**config.mk**
```make
export PLATFORM = sky130hd
export DESIGN_NAME = vga_square_cfg_ctrl_flat
export DESIGN_NICKNAME = d
export VERILOG_FILES = /design/src/rtl/vga_square_cfg_if.sv /design/src/rtl/vga_square_cfg_ctrl.sv /design/src/flat_wrapper.sv
export SDC_FILE = /design/constraint.sdc
export NUM_CORES = 1
export LEC_CHECK = 0
export CORE_UTILIZATION = 30
export CTS_CLUSTER_DIAMETER = 120
export DETAILED_ROUTE_END_ITERATION = 10
export DONT_BUFFER_PORTS = 1
export PLACE_DENSITY_LB_ADDON = 0.1
export SETUP_SLACK_MARGIN = 0.3
export SYNTH_ARGS = -nofsm -noshare
export SYNTH_HDL_FRONTEND = slang
export SYNTH_SLANG_ARGS = --single-unit
export TNS_END_PERCENT = 20
```
**constraint.sdc**
```tcl
create_clock -name clk -period 9 [get_ports clk]
set_clock_uncertainty 0.2 [all_clocks]
set_input_delay 2.25 -clock clk [delete_from_list [all_inputs] [get_ports clk]]
set_output_delay 2.25 -clock clk [all_outputs]
set_load 0.005 [all_outputs]
```
**src/rtl/vga_square_cfg_if.sv**
```systemverilog
// Request bus between the square-config requesters and the config scheduler.
// Requester r drives req[r], the target square id at req_id[2r+1:2r], and
// x/y/size at [r*COORD_W +: COORD_W]. The scheduler returns a one-hot gnt.
// A transfer happens on every clock edge where gnt[r] is high.
//   master : requester side (drives req*, samples gnt)
//   slave  : scheduler side (samples req*, drives gnt)
interface vga_square_cfg_if #(
    parameter int COORD_W = 10
);
    logic [2:0]           req;
    logic [5:0]           req_id;
    logic [3*COORD_W-1:0] req_x;
    logic [3*COORD_W-1:0] req_y;
    logic [3*COORD_W-1:0] req_s;
    logic [2:0]           gnt;

    modport master (
        output req, req_id, req_x, req_y, req_s,
        input  gnt
    );

    modport slave (
        input  req, req_id, req_x, req_y, req_s,
        output gnt
    );
endinterface

```
**src/rtl/vga_square_cfg_ctrl.sv**
```systemverilog
// Configuration scheduler for the three-square VGA renderer.
// Three requesters are arbitrated round-robin into a pending bank; pending
// entries marked dirty are copied to the active bank only on frame_start
// (start of vertical blanking) so the renderer never sees a torn frame.
// Ports:
//   clk, rst        pixel clock, synchronous active-high reset
//   frame_start     one-cycle pulse at the start of vertical blanking
//   freeze          skip commits while high (pending data kept)
//   req_if          request bus (slave side), combinational one-hot grant
//   act_x/y/s       active config, square k at [k*COORD_W +: COORD_W]
//   dirty           per-square pending-awaiting-commit flag
//   commit          one-cycle pulse when new active values appear
//   bad_id          one-cycle pulse after a granted request targeted id 3
module vga_square_cfg_ctrl #(
    parameter int                     COORD_W  = 10,
    parameter int                     H_ACTIVE = 640,
    parameter int                     V_ACTIVE = 480,
    parameter logic [3*COORD_W-1:0]   RST_X    = {10'd250, 10'd150, 10'd50},
    parameter logic [3*COORD_W-1:0]   RST_Y    = {10'd250, 10'd150, 10'd50},
    parameter logic [3*COORD_W-1:0]   RST_S    = {10'd150, 10'd150, 10'd150}
) (
    input  logic                 clk,
    input  logic                 rst,
    input  logic                 frame_start,
    input  logic                 freeze,
    vga_square_cfg_if.slave      req_if,
    output logic [3*COORD_W-1:0] act_x,
    output logic [3*COORD_W-1:0] act_y,
    output logic [3*COORD_W-1:0] act_s,
    output logic [2:0]           dirty,
    output logic                 commit,
    output logic                 bad_id
);

    localparam logic [COORD_W-1:0] H_MAX = COORD_W'(H_ACTIVE);
    localparam logic [COORD_W-1:0] V_MAX = COORD_W'(V_ACTIVE);

    logic [1:0]                rr_q, rr_d;
    logic [2:0][COORD_W-1:0]   pend_x_q, pend_x_d;
    logic [2:0][COORD_W-1:0]   pend_y_q, pend_y_d;
    logic [2:0][COORD_W-1:0]   pend_s_q, pend_s_d;
    logic [2:0][COORD_W-1:0]   act_x_q, act_x_d;
    logic [2:0][COORD_W-1:0]   act_y_q, act_y_d;
    logic [2:0][COORD_W-1:0]   act_s_q, act_s_d;
    logic [2:0]                dirty_q, dirty_d;
    logic                      commit_q, commit_d;
    logic                      bad_id_q, bad_id_d;

    // Arbitration / write path
    logic                      wr;
    logic [1:0]                sel;
    logic [1:0]                cand;
    logic [1:0]                wr_id;
    logic [COORD_W-1:0]        in_x, in_y, in_s;
    logic [COORD_W-1:0]        cl_x, cl_y, cl_s;
    logic [COORD_W:0]          sum_x, sum_y;
    logic                      do_commit;

    function automatic logic [1:0] inc3(input logic [1:0] v);
        return (v == 2'd2) ? 2'd0 : v + 2'd1;
    endfunction

    // Round-robin search starting at rr_q; first requester found wins.
    always_comb begin
        wr   = 1'b0;
        sel  = 2'd0;
        cand = rr_q;
        for (int i = 0; i < 3; i++) begin
            if (!wr && req_if.req[cand]) begin
                wr  = 1'b1;
                sel = cand;
            end
            cand = inc3(cand);
        end
        if (rst) wr = 1'b0;
        req_if.gnt = wr ? (3'b001 << sel) : 3'b000;
    end

    // Mux the winner's fields and clamp so the square stays on screen.
    // Sums are one bit wider so x+s cannot wrap before the compare.
    always_comb begin
        wr_id = req_if.req_id[sel*2 +: 2];
        in_x  = req_if.req_x[sel*COORD_W +: COORD_W];
        in_y  = req_if.req_y[sel*COORD_W +: COORD_W];
        in_s  = req_if.req_s[sel*COORD_W +: COORD_W];
        cl_s  = (in_s > V_MAX) ? V_MAX : in_s;
        sum_x = {1'b0, in_x} + {1'b0, cl_s};
        sum_y = {1'b0, in_y} + {1'b0, cl_s};
        cl_x  = (sum_x > {1'b0, H_MAX}) ? H_MAX - cl_s : in_x;
        cl_y  = (sum_y > {1'b0, V_MAX}) ? V_MAX - cl_s : in_y;
    end

    always_comb begin
        rr_d     = rr_q;
        pend_x_d = pend_x_q;
        pend_y_d = pend_y_q;
        pend_s_d = pend_s_q;
        act_x_d  = act_x_q;
        act_y_d  = act_y_q;
        act_s_d  = act_s_q;
        dirty_d  = dirty_q;
        bad_id_d = 1'b0;

        do_commit = frame_start && !freeze && (dirty_q != 3'b000);
        commit_d  = do_commit;

        // Commit reads pre-edge pending values; a write on the same edge is
        // applied afterwards so it re-marks its square dirty for next frame.
        if (do_commit) begin
            for (int k = 0; k < 3; k++) begin
                if (dirty_q[k]) begin
                    act_x_d[k] = pend_x_q[k];
                    act_y_d[k] = pend_y_q[k];
                    act_s_d[k] = pend_s_q[k];
                    dirty_d[k] = 1'b0;
                end
            end
        end

        if (wr) begin
            rr_d = inc3(sel);
            if (wr_id == 2'd3) begin
                bad_id_d = 1'b1;
            end else begin
                pend_x_d[wr_id] = cl_x;
                pend_y_d[wr_id] = cl_y;
                pend_s_d[wr_id] = cl_s;
                dirty_d[wr_id]  = 1'b1;
            end
        end
    end

    always_ff @(posedge clk) begin
        if (rst) begin
            rr_q     <= 2'd0;
            pend_x_q <= RST_X;
            pend_y_q <= RST_Y;
            pend_s_q <= RST_S;
            act_x_q  <= RST_X;
            act_y_q  <= RST_Y;
            act_s_q  <= RST_S;
            dirty_q  <= 3'b000;
            commit_q <= 1'b0;
            bad_id_q <= 1'b0;
        end else begin
            rr_q     <= rr_d;
            pend_x_q <= pend_x_d;
            pend_y_q <= pend_y_d;
            pend_s_q <= pend_s_d;
            act_x_q  <= act_x_d;
            act_y_q  <= act_y_d;
            act_s_q  <= act_s_d;
            dirty_q  <= dirty_d;
            commit_q <= commit_d;
            bad_id_q <= bad_id_d;
        end
    end

    assign act_x  = act_x_q;
    assign act_y  = act_y_q;
    assign act_s  = act_s_q;
    assign dirty  = dirty_q;
    assign commit = commit_q;
    assign bad_id = bad_id_q;

endmodule

```
**src/flat_wrapper.sv**
```systemverilog
// flat-port wrapper written by rule: the top's interface ports become plain ports
module vga_square_cfg_ctrl_flat 
#(
    parameter int                     COORD_W  = 10,
    parameter int                     H_ACTIVE = 640,
    parameter int                     V_ACTIVE = 480,
    parameter logic [3*COORD_W-1:0]   RST_X    = {10'd250, 10'd150, 10'd50},
    parameter logic [3*COORD_W-1:0]   RST_Y    = {10'd250, 10'd150, 10'd50},
    parameter logic [3*COORD_W-1:0]   RST_S    = {10'd150, 10'd150, 10'd150}
)
  (clk, rst, frame_start, freeze, act_x, act_y, act_s, dirty, commit, bad_id, req_if_req, req_if_req_id, req_if_req_x, req_if_req_y, req_if_req_s, req_if_gnt);
  vga_square_cfg_if #(.COORD_W(COORD_W)) req_if_i ();
  input  logic clk;
  input  logic rst;
  input  logic frame_start;
  input  logic freeze;
  output logic [3*COORD_W-1:0] act_x;
  output logic [3*COORD_W-1:0] act_y;
  output logic [3*COORD_W-1:0] act_s;
  output logic [2:0] dirty;
  output logic commit;
  output logic bad_id;
  input wire logic [$bits(req_if_i.req)-1:0] req_if_req;
  input wire logic [$bits(req_if_i.req_id)-1:0] req_if_req_id;
  input wire logic [$bits(req_if_i.req_x)-1:0] req_if_req_x;
  input wire logic [$bits(req_if_i.req_y)-1:0] req_if_req_y;
  input wire logic [$bits(req_if_i.req_s)-1:0] req_if_req_s;
  output wire logic [$bits(req_if_i.gnt)-1:0] req_if_gnt;
  assign req_if_i.req = req_if_req;
  assign req_if_i.req_id = req_if_req_id;
  assign req_if_i.req_x = req_if_req_x;
  assign req_if_i.req_y = req_if_req_y;
  assign req_if_i.req_s = req_if_req_s;
  assign req_if_gnt = req_if_i.gnt;
  vga_square_cfg_ctrl #(.COORD_W(COORD_W), .H_ACTIVE(H_ACTIVE), .V_ACTIVE(V_ACTIVE), .RST_X(RST_X), .RST_Y(RST_Y), .RST_S(RST_S)) u_core (.clk(clk), .rst(rst), .frame_start(frame_start), .freeze(freeze), .req_if(req_if_i), .act_x(act_x), .act_y(act_y), .act_s(act_s), .dirty(dirty), .commit(commit), .bad_id(bad_id));
endmodule
```
-- Yosys cells after proc, flatten, opt, wreduce, memory -nomap -nowiden
Cells that the tools add are included.
- register bits after elaboration: 187
- output and inout port bits: 98
- word-level logic and storage cells: 95
- add/subtract/negate cells: 7
- $mul: 1
- magnitude comparators: 8
- equality and inequality tests: 4
- shifts and indexed selects: 5
- muxes and demuxes: 31
- bitwise gates (word level): 3
- reduce and logical (&&, ||, !) cells: 14
- operators by type and width (operator ; count):
    30-bit bitwise mux ; 3
    30-bit by 7-bit indexed part select with 10-bit output ; 3
    10-bit 2-to-1 mux ; 4
    10-bit by 10-bit adder with 11-bit output ; 2
    10-bit demux with 2-bit select ; 1
    2-bit by 3-bit < comparator with 1-bit output, second input constant ; 4
    2-bit 2-to-1 mux ; 6
    3-bit 2-to-1 mux ; 4
    11-bit by 10-bit > comparator with 1-bit output, second input constant ; 1
    11-bit by 9-bit > comparator with 1-bit output, second input constant ; 1
    10-bit by 9-bit > comparator with 1-bit output, second input constant ; 1
    10-bit subtractor, first input constant ; 1
    9-bit by 10-bit subtractor with 10-bit output, first input constant ; 1
    1-bit 2-to-1 mux ; 9
    2-bit equality test, second input constant ; 4
    2-bit AND reduction ; 4
    2-bit by 1-bit adder with 2-bit output, second input constant ; 3
    1-bit binary-select mux with 2-bit select ; 3
    6-bit by 4-bit indexed part select with 2-bit output ; 1
    1-bit logical AND ; 5
    2-bit by 3-bit multiplier with 5-bit output, second input constant ; 1
    1-bit logical NOT ; 3
    3-bit OR ; 1
    3-bit nonzero test ; 1
    other kinds (5) ; 6

-- Depth between registers and ports, before layout
Gate-level depths: netlist (run 1).
- word-level depth: 17
- gate-level depth with buffers: 21
- depth with buffers taken out: 19

-- Least setup slack after synthesis (run 1)
Ideal clock, no wire load.
- kind: input-to-reg
- from: in req_if_req[1]
- to: reg u_core.pend_x_q[15] in the netlist's numbering
- setup time: 0.117 ns
- arrival time: 6.371 ns
- data required time: 8.683 ns
- setup slack: 2.312 ns
- stages: 20
- buffers on the path: 2
- path through: clkbuf_1 o21ba_2 o21ai_2 o221ai_1 nor4_2 nor2_1 nand2_1 inv_1 ha_1 a211oi_1 o31ai_1 a41oi_2 xor2_1 a211o_1 a211oi_1 nand4_1 a221oi_2 buf_6 mux2_4 a22o_1
- word-level cells in the longest chain between the ends: 17
- ends and longest elaborated chain (element ; line ; RTL):
    start: declaration ; flat_wrapper.sv:23 ; input wire logic [$bits(req_if_i.req)-1:0] req_if_req;
    1-bit binary-select mux with 2-bit select ; vga_square_cfg_ctrl.sv:69 ; if (!wr && req_if.req[cand]) begin
    1-bit 2-to-1 mux (not written as such) ; vga_square_cfg_ctrl.sv:69 ;
    1-bit 2-to-1 mux ; vga_square_cfg_ctrl.sv:69 ;
    1-bit logical NOT ; vga_square_cfg_ctrl.sv:69 ;
    1-bit logical AND ; vga_square_cfg_ctrl.sv:69 ;
    1-bit 2-to-1 mux ; vga_square_cfg_ctrl.sv:69 ;
    1-bit logical NOT ; vga_square_cfg_ctrl.sv:69 ;
    1-bit logical AND ; vga_square_cfg_ctrl.sv:69 ;
    [2 not listed] ; - ;
    30-bit by 7-bit indexed part select with 10-bit output (*) ; vga_square_cfg_ctrl.sv:85 ; in_s = req_if.req_s[sel*COORD_W +: COORD_W];
    10-bit by 9-bit > comparator with 1-bit output ; vga_square_cfg_ctrl.sv:86 ; cl_s = (in_s > V_MAX) ? V_MAX : in_s;
    10-bit 2-to-1 mux (*) ; vga_square_cfg_ctrl.sv:86 ;
    net u_core.cl_s[0] ; vga_square_cfg_ctrl.sv:55 ; logic [COORD_W-1:0] cl_x, cl_y, cl_s;
    10-bit by 10-bit adder with 11-bit output ; vga_square_cfg_ctrl.sv:87 ; sum_x = {1'b0, in_x} + {1'b0, cl_s};
    11-bit by 10-bit > comparator with 1-bit output ; vga_square_cfg_ctrl.sv:89 ; cl_x = (sum_x > {1'b0, H_MAX}) ? H_MAX - cl_s : in_x;
    10-bit 2-to-1 mux (*) ; vga_square_cfg_ctrl.sv:89 ;
    30-bit bitwise mux (*) ; vga_square_cfg_ctrl.sv:125 ; pend_x_d[wr_id] = cl_x;
    end signal: assignment ; vga_square_cfg_ctrl.sv:147 ; pend_x_q <= pend_x_d;
    end: declaration ; vga_square_cfg_ctrl.sv:39 ; logic [2:0][COORD_W-1:0] pend_x_q, pend_x_d;
Mark *: on every way through the listed nets, which the timed path passes. The rest lies on a longest branch. The select of a mux whose other input is x is not followed.
A chain may end at the register's enable or synchronous reset.

-- Worst setup path in the final report (run 1)
- from: in req_if_req[0]
- to: reg u_core.pend_x_q[15] in the netlist's numbering
Same word-level chain as after synthesis.

==> results.rst, run 1 <==
.. list-table::
   :header-rows: 1

   * - Metric
     - Value
   * - Start point of the critical path
     - req_if_req[0]
   * - Maximum number of pins on one net before global-route repair
     - 136
   * - Wire length of the first global-routing pass
     - between 40000 and 50000 microns
   * - Clock power frac
     - 0.338
   * - CP max-delay cell
     - o41ai_1
   * - Fraction of layout cells with a size suffix above 1
     - 0.0719
   * - Detailed-route DRC error count
     - 0
   * - Hpwl dp
     - about 21000 microns
   * - Number of clock sinks seen by CTS
     - 187
   * - Vias
     - 7285
   * - Area added between synthesis and finish
     - 10.4%
   * - Initial cell density of the core
     - 0.307
   * - Switching power summed over all nets
     - 0.000734 W
   * - Post-Syn Area
     - 8570 sq um
   * - Remaining antenna violation count after routing
     - 0
   * - Final setup violation count
     - 0
   * - Share of the synthesized area in the top cell type
     - 0.437
   * - Global routing usage summed across all routing layers
     - 0.195
   * - Count of antenna diodes in the layout
     - 0
   * - Reg-to-reg critical path startpoint
     - u_core.rr_q[0]
   * - Sequential share of the synthesized area
     - 0.437
   * - Die Y-Extent
     - 171 microns
   * - Tcrit/Tclk final
     - 0.837
   * - Number of enable flip-flop cells after synthesis
     - 0
   * - Max Transition Viols Final
     - 0
   * - Number of rows created at floorplan
     - 61
   * - Sequential cell fraction of total power
     - 0.419
   * - Highest net fanout along the worst path
     - 15
   * - H-tree levels
     - 4
   * - Yosys cell types
     - 72
   * - Worst path bufs/invs
     - 3
   * - Most common library cell in the layout ignoring fill and taps
     - nand2_1
   * - Worst reg-to-reg setup slack
     - 2.88 ns
   * - Core Area
     - 27900 sq um
   * - Total Nets Final
     - between 1000 and 1500
   * - Area of the die
     - 29200 sq um
   * - Combinational fraction of design power
     - 0.243
   * - Met2 track utilization from global routing
     - 0.308
   * - Min Clock Period, post-route
     - approximately 7.5 ns
   * - End of the critical path
     - u_core.pend_x_q[15]
   * - CTS Buffer Depth
     - 2
   * - Worst EP required
     - 9.13 ns
   * - Top post-synthesis cells by area
     - dfxtp_1, nand2_1, nand3b_1
   * - Final standard cell area without fillers
     - 9460 sq um
   * - Post-CTS Hold Fix Bufs
     - 0
   * - DRT iter0 DRCs
     - a little over 500
   * - Kind of launch point of the worst setup path
     - input port
   * - Clock root buffer
     - clkbuf_16
   * - Initial antenna violation count
     - 1
   * - Synthesis warning total
     - 0
   * - Status
     - finished clean
   * - Relative max-transition margin
     - 0.269
   * - Final total negative setup slack
     - 0 ns
   * - Number of instances resized during post-cts repair
     - 0
   * - Category of the worst setup path capture point
     - flip-flop
   * - Upper clock frequency limit
     - 133 MHz
   * - Drt total wl
     - between 20000 and 30000 microns
   * - Avg Vias per Cell
     - ~5.3
   * - CP Class
     - in -> reg
   * - Longest individual stage delay on the worst path
     - 0.62 ns
   * - Clock transition at the registers of the reported paths
     - 0.07 ns
   * - Areal power density over the cells
     - 240 nW/um^2
   * - Internal portion of total power
     - ~0.0015 W
   * - Mean Syn Cell Area
     - around 8.4 sq um
   * - Depth of the worst register-to-register path
     - 21
   * - Hold Slack
     - 0.255 ns
   * - Number of buffers created by CTS
     - 17
   * - Routed len/inst
     - just over 20 microns
   * - Maximum vdd drop
     - 0.000119 V
   * - Placed standard-cell area
     - between 8000 and 9000 sq um
   * - GR Overflow Total
     - 0
   * - Post-synthesis cell type with the largest combined area
     - dfxtp_1
   * - Pre-Repair DR Iteration Count
     - 5
   * - Count of pins on the block boundary
     - ~200
   * - Max Cap Violations
     - 0
   * - Worst hold path stage count
     - 2
   * - Number of global-route vias before repair
     - 7017
   * - Worst Path Arrival
     - roughly 7.7 ns
   * - Global Route met3 Usage
     - 0.0433
   * - Cell-by-cell trace of the critical path
     - nor2b_1 -> o21bai_2 -> nand2_1 -> o221ai_1 -> nor4_2 -> buf_4 -> nor2_1 -> nand2_1 -> inv_1 -> ha_1 -> a211oi_1 -> o31ai_1 -> a41oi_2 -> o41ai_1 -> a41oi_1 -> xor2_1 -> a21oi_1 -> a221oi_2 -> buf_4 -> mux2_4 -> a22o_1
   * - Most crowded layer after global routing
     - met2
   * - Post-synthesis instance total
     - 1022
   * - RSZ-0062 raised after global routing
     - false
   * - Share of synthesized flip-flops with an asynchronous set or reset
     - 0
   * - Clock insertion delay at the later pin of the skew report
     - 0.44 ns
   * - Depth of the critical timing path with buffers and inverters included
     - 21
   * - Clock tree from TritonCTS
     - built
   * - Met1 layer usage reported by global route
     - 0.263
   * - Flops & latches, synth
     - 187
   * - Final hold violations
     - 0
   * - Weighted congestion at the end of routability-driven global placement
     - 0.885
   * - Commonest cells after routing, fill and taps aside
     - nand2_1, dfxtp_1, a21oi_1, nand3b_1, o21ai_0
   * - Cell family with most CP delay
     - compound AO/OA/AOI/OAI gates
   * - Net Sw Frac
     - 0.323
   * - Worst Tran Pin Value
     - 1.09 ns
   * - Hold crit path type
     - reg -> reg
   * - Port Buffer Count
     - 0
   * - Post-CTS Setup Repair Bufs
     - 0
   * - Standby leakage power
     - 3.59 nW
   * - Primary FF master, synth
     - dfxtp_1
   * - Final-layout fill cell count
     - 2989
   * - Horizontal die dimension
     - 171 microns
   * - Worst R2R End
     - u_core.pend_x_q[15]
## cell usage after synthesis, types with 3 or more instances
master / instances
nand2_1: 235
dfxtp_1: 187
a21oi_1: 84
nand3b_1: 57
clkbuf_1: 56
o21ai_0: 52
nor2_1: 45
a22o_1: 27
xnor2_1: 18
ha_1: 16
inv_1: 16
o22a_1: 16
nor3_1: 15
a22oi_1: 13
and2_1: 13
mux2i_1: 12
and3_1: 11
o21ai_1: 11
buf_2: 8
nand2b_1: 8
nand3_1: 7
xor2_1: 7
a211oi_1: 6
a21o_1: 6
o211ai_1: 6
a221o_1: 5
a221oi_1: 5
mux2_2: 5
a32o_1: 4
a41oi_1: 4
mux2_4: 4
a221oi_2: 3
a31oi_1: 3
nand4_1: 3
o221ai_1: 3
o31ai_1: 3
## state kept, by name, indices dropped and copies added (netlist names)
register / cells
u_core.act_s: 30
u_core.act_x: 30
u_core.act_y: 30
u_core.pend_s_q: 30
u_core.pend_x_q: 30
u_core.pend_y_q: 30
u_core.dirty: 3
u_core.rr_q: 2
u_core.bad_id: 1
u_core.commit: 1
## power groups by stage
stage | Sequential, W | Combinational, W | Clock (W)
floorplan | 0.000948 | 0.000412 | 0
global placement | 0.000973 | 0.000551 | 0
detailed placement | 0.000971 | 0.000552 | 0
CTS | 0.000953 | 0.000555 | 0.000787
global route | 0.000960 | 0.000610 | 0.000823
finish | 0.000952 | 0.000553 | 0.000768
## kinds of logic after synthesis
family / after synthesis / synth area share
AND/OR/NAND/NOR: 406 / 0.222
AO/OA/AOI/OAI: 280 / 0.222
flip-flops: 187 / 0.437
buffers and inverters: 84 / 0.0402
XOR/XNOR: 25 / 0.0256
multiplexers: 21 / 0.0276
adder cells (fa/ha/maj): 18 / 0.0258
other: 1 / 0.000438
## worst min path at each step
stage / startpoint / endpoint / slack, ns
floorplan: u_core.pend_s_q[0] / u_core.pend_s_q[0] / 0.22
global placement: u_core.pend_s_q[5] / u_core.act_s[5] / 0.24
detailed placement: u_core.pend_s_q[5] / u_core.act_s[5] / 0.24
CTS: u_core.pend_s_q[5] / u_core.act_s[5] / 0.25
global route: u_core.pend_y_q[2] / u_core.pend_y_q[2] / 0.28
finish: u_core.pend_y_q[22] / u_core.pend_y_q[22] / 0.25
## per-layer routing
layer	vias up	part of all wire
met3	37	0.065
met2	257	0.45
li1	3535	-
met4	2	0.021
met5	-	0.00046
met1	3454	0.47
## worst register-to-register path, stage by stage (launching register included)
cell and delay (ns):
dfxtp_1 0.43, nor2b_1 0.11, o21bai_2 0.53, nand2_1 0.28, o221ai_1 0.42, nor4_2 0.06
buf_4 0.19, nor2_1 0.24, nand2_1 0.22, inv_1 0.24, ha_1 0.28, a211oi_1 0.07
o31ai_1 0.38, a41oi_2 0.20, o41ai_1 0.62, a41oi_1 0.22, xor2_1 0.17, a21oi_1 0.07
a221oi_2 0.28, buf_4 0.27, mux2_4 0.35, a22o_1 0.18
## area by class of cell
cell class	count	area, sq um	area share
clock inverter	12	136	0.0144
sequential	187	3740	0.396
inverter	17	63.8	0.00674
multi-input combinational	752	4490	0.474
clock buffer	20	457	0.0483
tap	378	473	0.0500
timing repair buffer	14	105	0.0111
## metrics by stage
step	util	power [W]	std cells	worst slack (ns)
3_5_place_dp	0.318	0.00152	1348	1.11
2_1_floorplan	-	0.00136	1023	2.31
4_1_cts	0.339	0.00229	1380	1.57
6_report	0.339	0.00227	1380	1.47
3_3_place_gp	0.318	0.00152	1348	1.32
5_1_grt	0.339	0.00239	1380	0.953
(Power assumes the default switching activity.)
==> inputs of run 2 (changes only) <==
Clock period 9 ns to 7.1 ns, I/O delays scaled along.
==> run 2 against run 1 <==
Core utilization is 0.41 points higher. Critical path depth is 1 lower. Sequential cell count stayed put. Register-to-register slack worse by 1.3 ns. Critical path type unchanged. Largest power group unchanged. Highest routed layer is now met4.
==> results.rst, run 2 (synthesis results as in run 1) <==
.. list-table::
   :header-rows: 1

   * - Metric
     - Value
   * - GR Overflow Total
     - 0 (unchanged)
   * - RSZ-0062 raised after global routing
     - false (unchanged)
   * - Max Cap Violations
     - 0 (unchanged)
   * - Relative max-transition margin
     - 0.267 (was 0.269)
   * - Highest net fanout along the worst path
     - 10 (was 15)
   * - Vias
     - 7276 (was 7285)
   * - Count of antenna diodes in the layout
     - 0 (unchanged)
   * - Initial cell density of the core
     - 0.307 (unchanged)
   * - Tcrit/Tclk final
     - 0.899
   * - Horizontal die dimension
     - 171 microns (unchanged)
   * - Clock power frac
     - 0.335 (was 0.338)
   * - End of the critical path
     - u_core.pend_x_q[15] (unchanged)
   * - Standby leakage power
     - 3.66 nW (was 3.59 nW)
   * - Final-layout fill cell count
     - 3014 (was 2989)
   * - Detailed-route DRC error count
     - 0 (unchanged)
   * - CP Class
     - in -> reg (unchanged)
   * - Depth of the critical timing path with buffers and inverters included
     - 20 (was 21)
   * - Internal portion of total power
     - 0.00193 W (was 0.00154 W)
   * - Combinational fraction of design power
     - 0.249 (was 0.243)
   * - Longest individual stage delay on the worst path
     - 0.56 ns (was 0.62 ns)
   * - Sequential cell fraction of total power
     - 0.416 (was 0.419)
   * - Drt total wl
     - 28200 microns (was 28100 microns)
   * - Cell-by-cell trace of the critical path
     - a21oi_2 -> o211a_1 -> a21oi_4 -> a221oi_1 -> nor4_2 -> nor2_1 -> nand2_1 -> inv_1 -> ha_1 -> a211oi_1 -> o31ai_1 -> a41oi_2 -> o41ai_1 -> a41oi_1 -> xor2_1 -> a21oi_1 -> a221oi_2 -> buf_4 -> mux2_4 -> a22o_1 (was nor2b_1 -> o21bai_2 -> nand2_1 -> o221ai_1 -> nor4_2 -> buf_4 -> nor2_1 -> nand2_1 -> inv_1 -> ha_1 -> a211oi_1 -> o31ai_1 -> a41oi_2 -> o41ai_1 -> a41oi_1 -> xor2_1 -> a21oi_1 -> a221oi_2 -> buf_4 -> mux2_4 -> a22o_1)
   * - Die Y-Extent
     - 171 microns (unchanged)
   * - Worst Tran Pin Value
     - 1.10 ns (was 1.09 ns)
   * - Weighted congestion at the end of routability-driven global placement
     - 0.882 (was 0.885)
   * - Fraction of layout cells with a size suffix above 1
     - 0.0856 (was 0.0719)
   * - Core Area
     - 27900 sq um (unchanged)
   * - Kind of launch point of the worst setup path
     - input port (unchanged)
   * - DRT iter0 DRCs
     - 528 (was 518)
   * - Final hold violations
     - 0 (unchanged)
   * - Cell family with most CP delay
     - compound AO/OA/AOI/OAI gates (unchanged)
   * - H-tree levels
     - 4 (unchanged)
   * - Max Transition Viols Final
     - 0 (unchanged)
   * - Global routing usage summed across all routing layers
     - 0.195 (about the same)
   * - Clock insertion delay at the later pin of the skew report
     - 0.44 ns (about the same)
   * - Category of the worst setup path capture point
     - flip-flop (unchanged)
   * - Maximum number of pins on one net before global-route repair
     - 136 (unchanged)
   * - Wire length of the first global-routing pass
     - 42900 microns (was 42600 microns)
   * - Upper clock frequency limit
     - between 150 and 200 MHz
   * - Net Sw Frac
     - 0.333 (was 0.323)
   * - Clock transition at the registers of the reported paths
     - 0.07 ns (about the same)
   * - Number of buffers created by CTS
     - 17 (unchanged)
   * - Maximum vdd drop
     - 0.000155 V (was 0.000119 V)
   * - Worst path bufs/invs
     - 2 (was 3)
   * - Worst Path Arrival
     - 6.51 ns (was 7.67 ns)
   * - Avg Vias per Cell
     - 5.22 (was 5.28)
   * - Hpwl dp
     - 20900 microns (about the same)
   * - Count of pins on the block boundary
     - 201 (unchanged)
   * - Hold Slack
     - 0.256 ns (was 0.255 ns)
   * - Start point of the critical path
     - req_if_req[2] (was req_if_req[0])
   * - Clock tree from TritonCTS
     - built (unchanged)
   * - Hold crit path type
     - reg -> reg (unchanged)
   * - CTS Buffer Depth
     - 2 (unchanged)
   * - Clock root buffer
     - clkbuf_16 (unchanged)
   * - Number of clock sinks seen by CTS
     - 187 (unchanged)
   * - Min Clock Period, post-route
     - 6.38 ns
   * - Total Nets Final
     - 1122 (was 1108)
   * - Pre-Repair DR Iteration Count
     - 5 (unchanged)
   * - Number of instances resized during post-cts repair
     - 0 (unchanged)
   * - Status
     - finished clean (unchanged)
   * - Most common library cell in the layout ignoring fill and taps
     - nand2_1 (unchanged)
   * - Initial antenna violation count
     - 0 (was 1)
   * - Routed len/inst
     - 20.2 microns (was 20.4 microns)
   * - Port Buffer Count
     - 0 (unchanged)
   * - Worst R2R End
     - u_core.pend_x_q[15] (unchanged)
   * - Post-CTS Hold Fix Bufs
     - 0 (unchanged)
   * - Remaining antenna violation count after routing
     - 0 (unchanged)
   * - Depth of the worst register-to-register path
     - 21 (unchanged)
   * - Number of rows created at floorplan
     - 61 (unchanged)
   * - Final setup violation count
     - 0 (unchanged)
   * - CP max-delay cell
     - o41ai_1 (unchanged)
   * - Area added between synthesis and finish
     - 11.8% (was 10.4%)
   * - Worst EP required
     - 7.22 ns (was 9.13 ns)
   * - Commonest cells after routing, fill and taps aside
     - nand2_1, dfxtp_1, a21oi_1, nand3b_1, o21ai_0 (unchanged)
   * - Area of the die
     - 29200 sq um (unchanged)
   * - Reg-to-reg critical path startpoint
     - u_core.rr_q[1] (was u_core.rr_q[0])
   * - Switching power summed over all nets
     - 0.000967 W (was 0.000734 W)
   * - Number of global-route vias before repair
     - 7067 (was 7017)
   * - Final total negative setup slack
     - 0 ns (unchanged)
   * - Areal power density over the cells
     - 303 nW/um^2 (was 240 nW/um^2)
   * - Worst reg-to-reg setup slack
     - 1.59 ns (was 2.88 ns)
   * - Post-CTS Setup Repair Bufs
     - 0 (unchanged)
## run 2: per-layer routing
layer / global-route usage / wire length (microns) / vias up
li1: - / - / 3561
met3: 0.0386 / 1470 / 25
met1: 0.262 / 13400 / 3477
met5: 0 / 0 / -
met2: 0.315 / 12900 / 213
met4: 0.0582 / 439 / 0
## run 2: layout make-up
| cell class | instances | area (sq um) | share of cell area |
|---|---|---|---|
| Multi-Input combinational cell | 752 | 4490 | 0.468 |
| Clock buffer | 17 | 425 | 0.0444 |
| Timing Repair Buffer | 28 | 210 | 0.0219 |
| Tap cell | 378 | 473 | 0.0494 |
| Clock inverter | 15 | 176 | 0.0184 |
| Inverter | 17 | 63.8 | 0.00666 |
| Sequential cell | 187 | 3740 | 0.391 |
## run 2: worst min-delay path by stage
stage | cells past startpoint | slack [ns] | to | start
floorplan | 2 | 0.22 | u_core.pend_s_q[0] | u_core.pend_s_q[0]
global route | 2 | 0.28 | u_core.act_s[18] | u_core.pend_s_q[18]
finish | 2 | 0.26 | u_core.act_s[5] | u_core.pend_s_q[5]
detailed placement | 2 | 0.24 | u_core.act_s[5] | u_core.pend_s_q[5]
CTS | 2 | 0.25 | u_core.act_s[5] | u_core.pend_s_q[5]
global placement | 2 | 0.24 | u_core.pend_s_q[20] | u_core.pend_s_q[20]
## run 2: power by group through the flow
stage	Sequential (W)	Clock [W]	Combinational, W
final	0.00121	0.000973	0.000722
after global routing	0.00122	0.00105	0.000796
after CTS	0.00121	0.00100	0.000725
after detailed placement	0.00123	0	0.000721
after global placement	0.00123	0	0.000722
after floorplan	0.00120	0	0.000523
## run 2: worst reg2reg max path, delay by kind of cell, from the launching register on
kind / cells / cell delay [ns]
compound gates: 9 / 2.36
mux: 1 / 0.35
fa+ha+maj: 1 / 0.28
simple gates: 6 / 0.84
xor+xnor: 1 / 0.19
flops: 1 / 0.45
buf+inv: 3 / 0.73
## run 2: stage by stage
step           setup slack [ns]  total power (W)   util  instance area [sq um]  cells
6_report                  0.718          0.00290  0.343                   9580   1394
5_1_grt                   0.427          0.00306  0.343                   9580   1394
4_1_cts                   0.831          0.00293  0.343                   9580   1394
3_5_place_dp              0.393          0.00195  0.321                   8980   1362
3_3_place_gp              0.531          0.00196  0.321                   8980   1362
2_1_floorplan             0.887          0.00172      -                   8570   1023
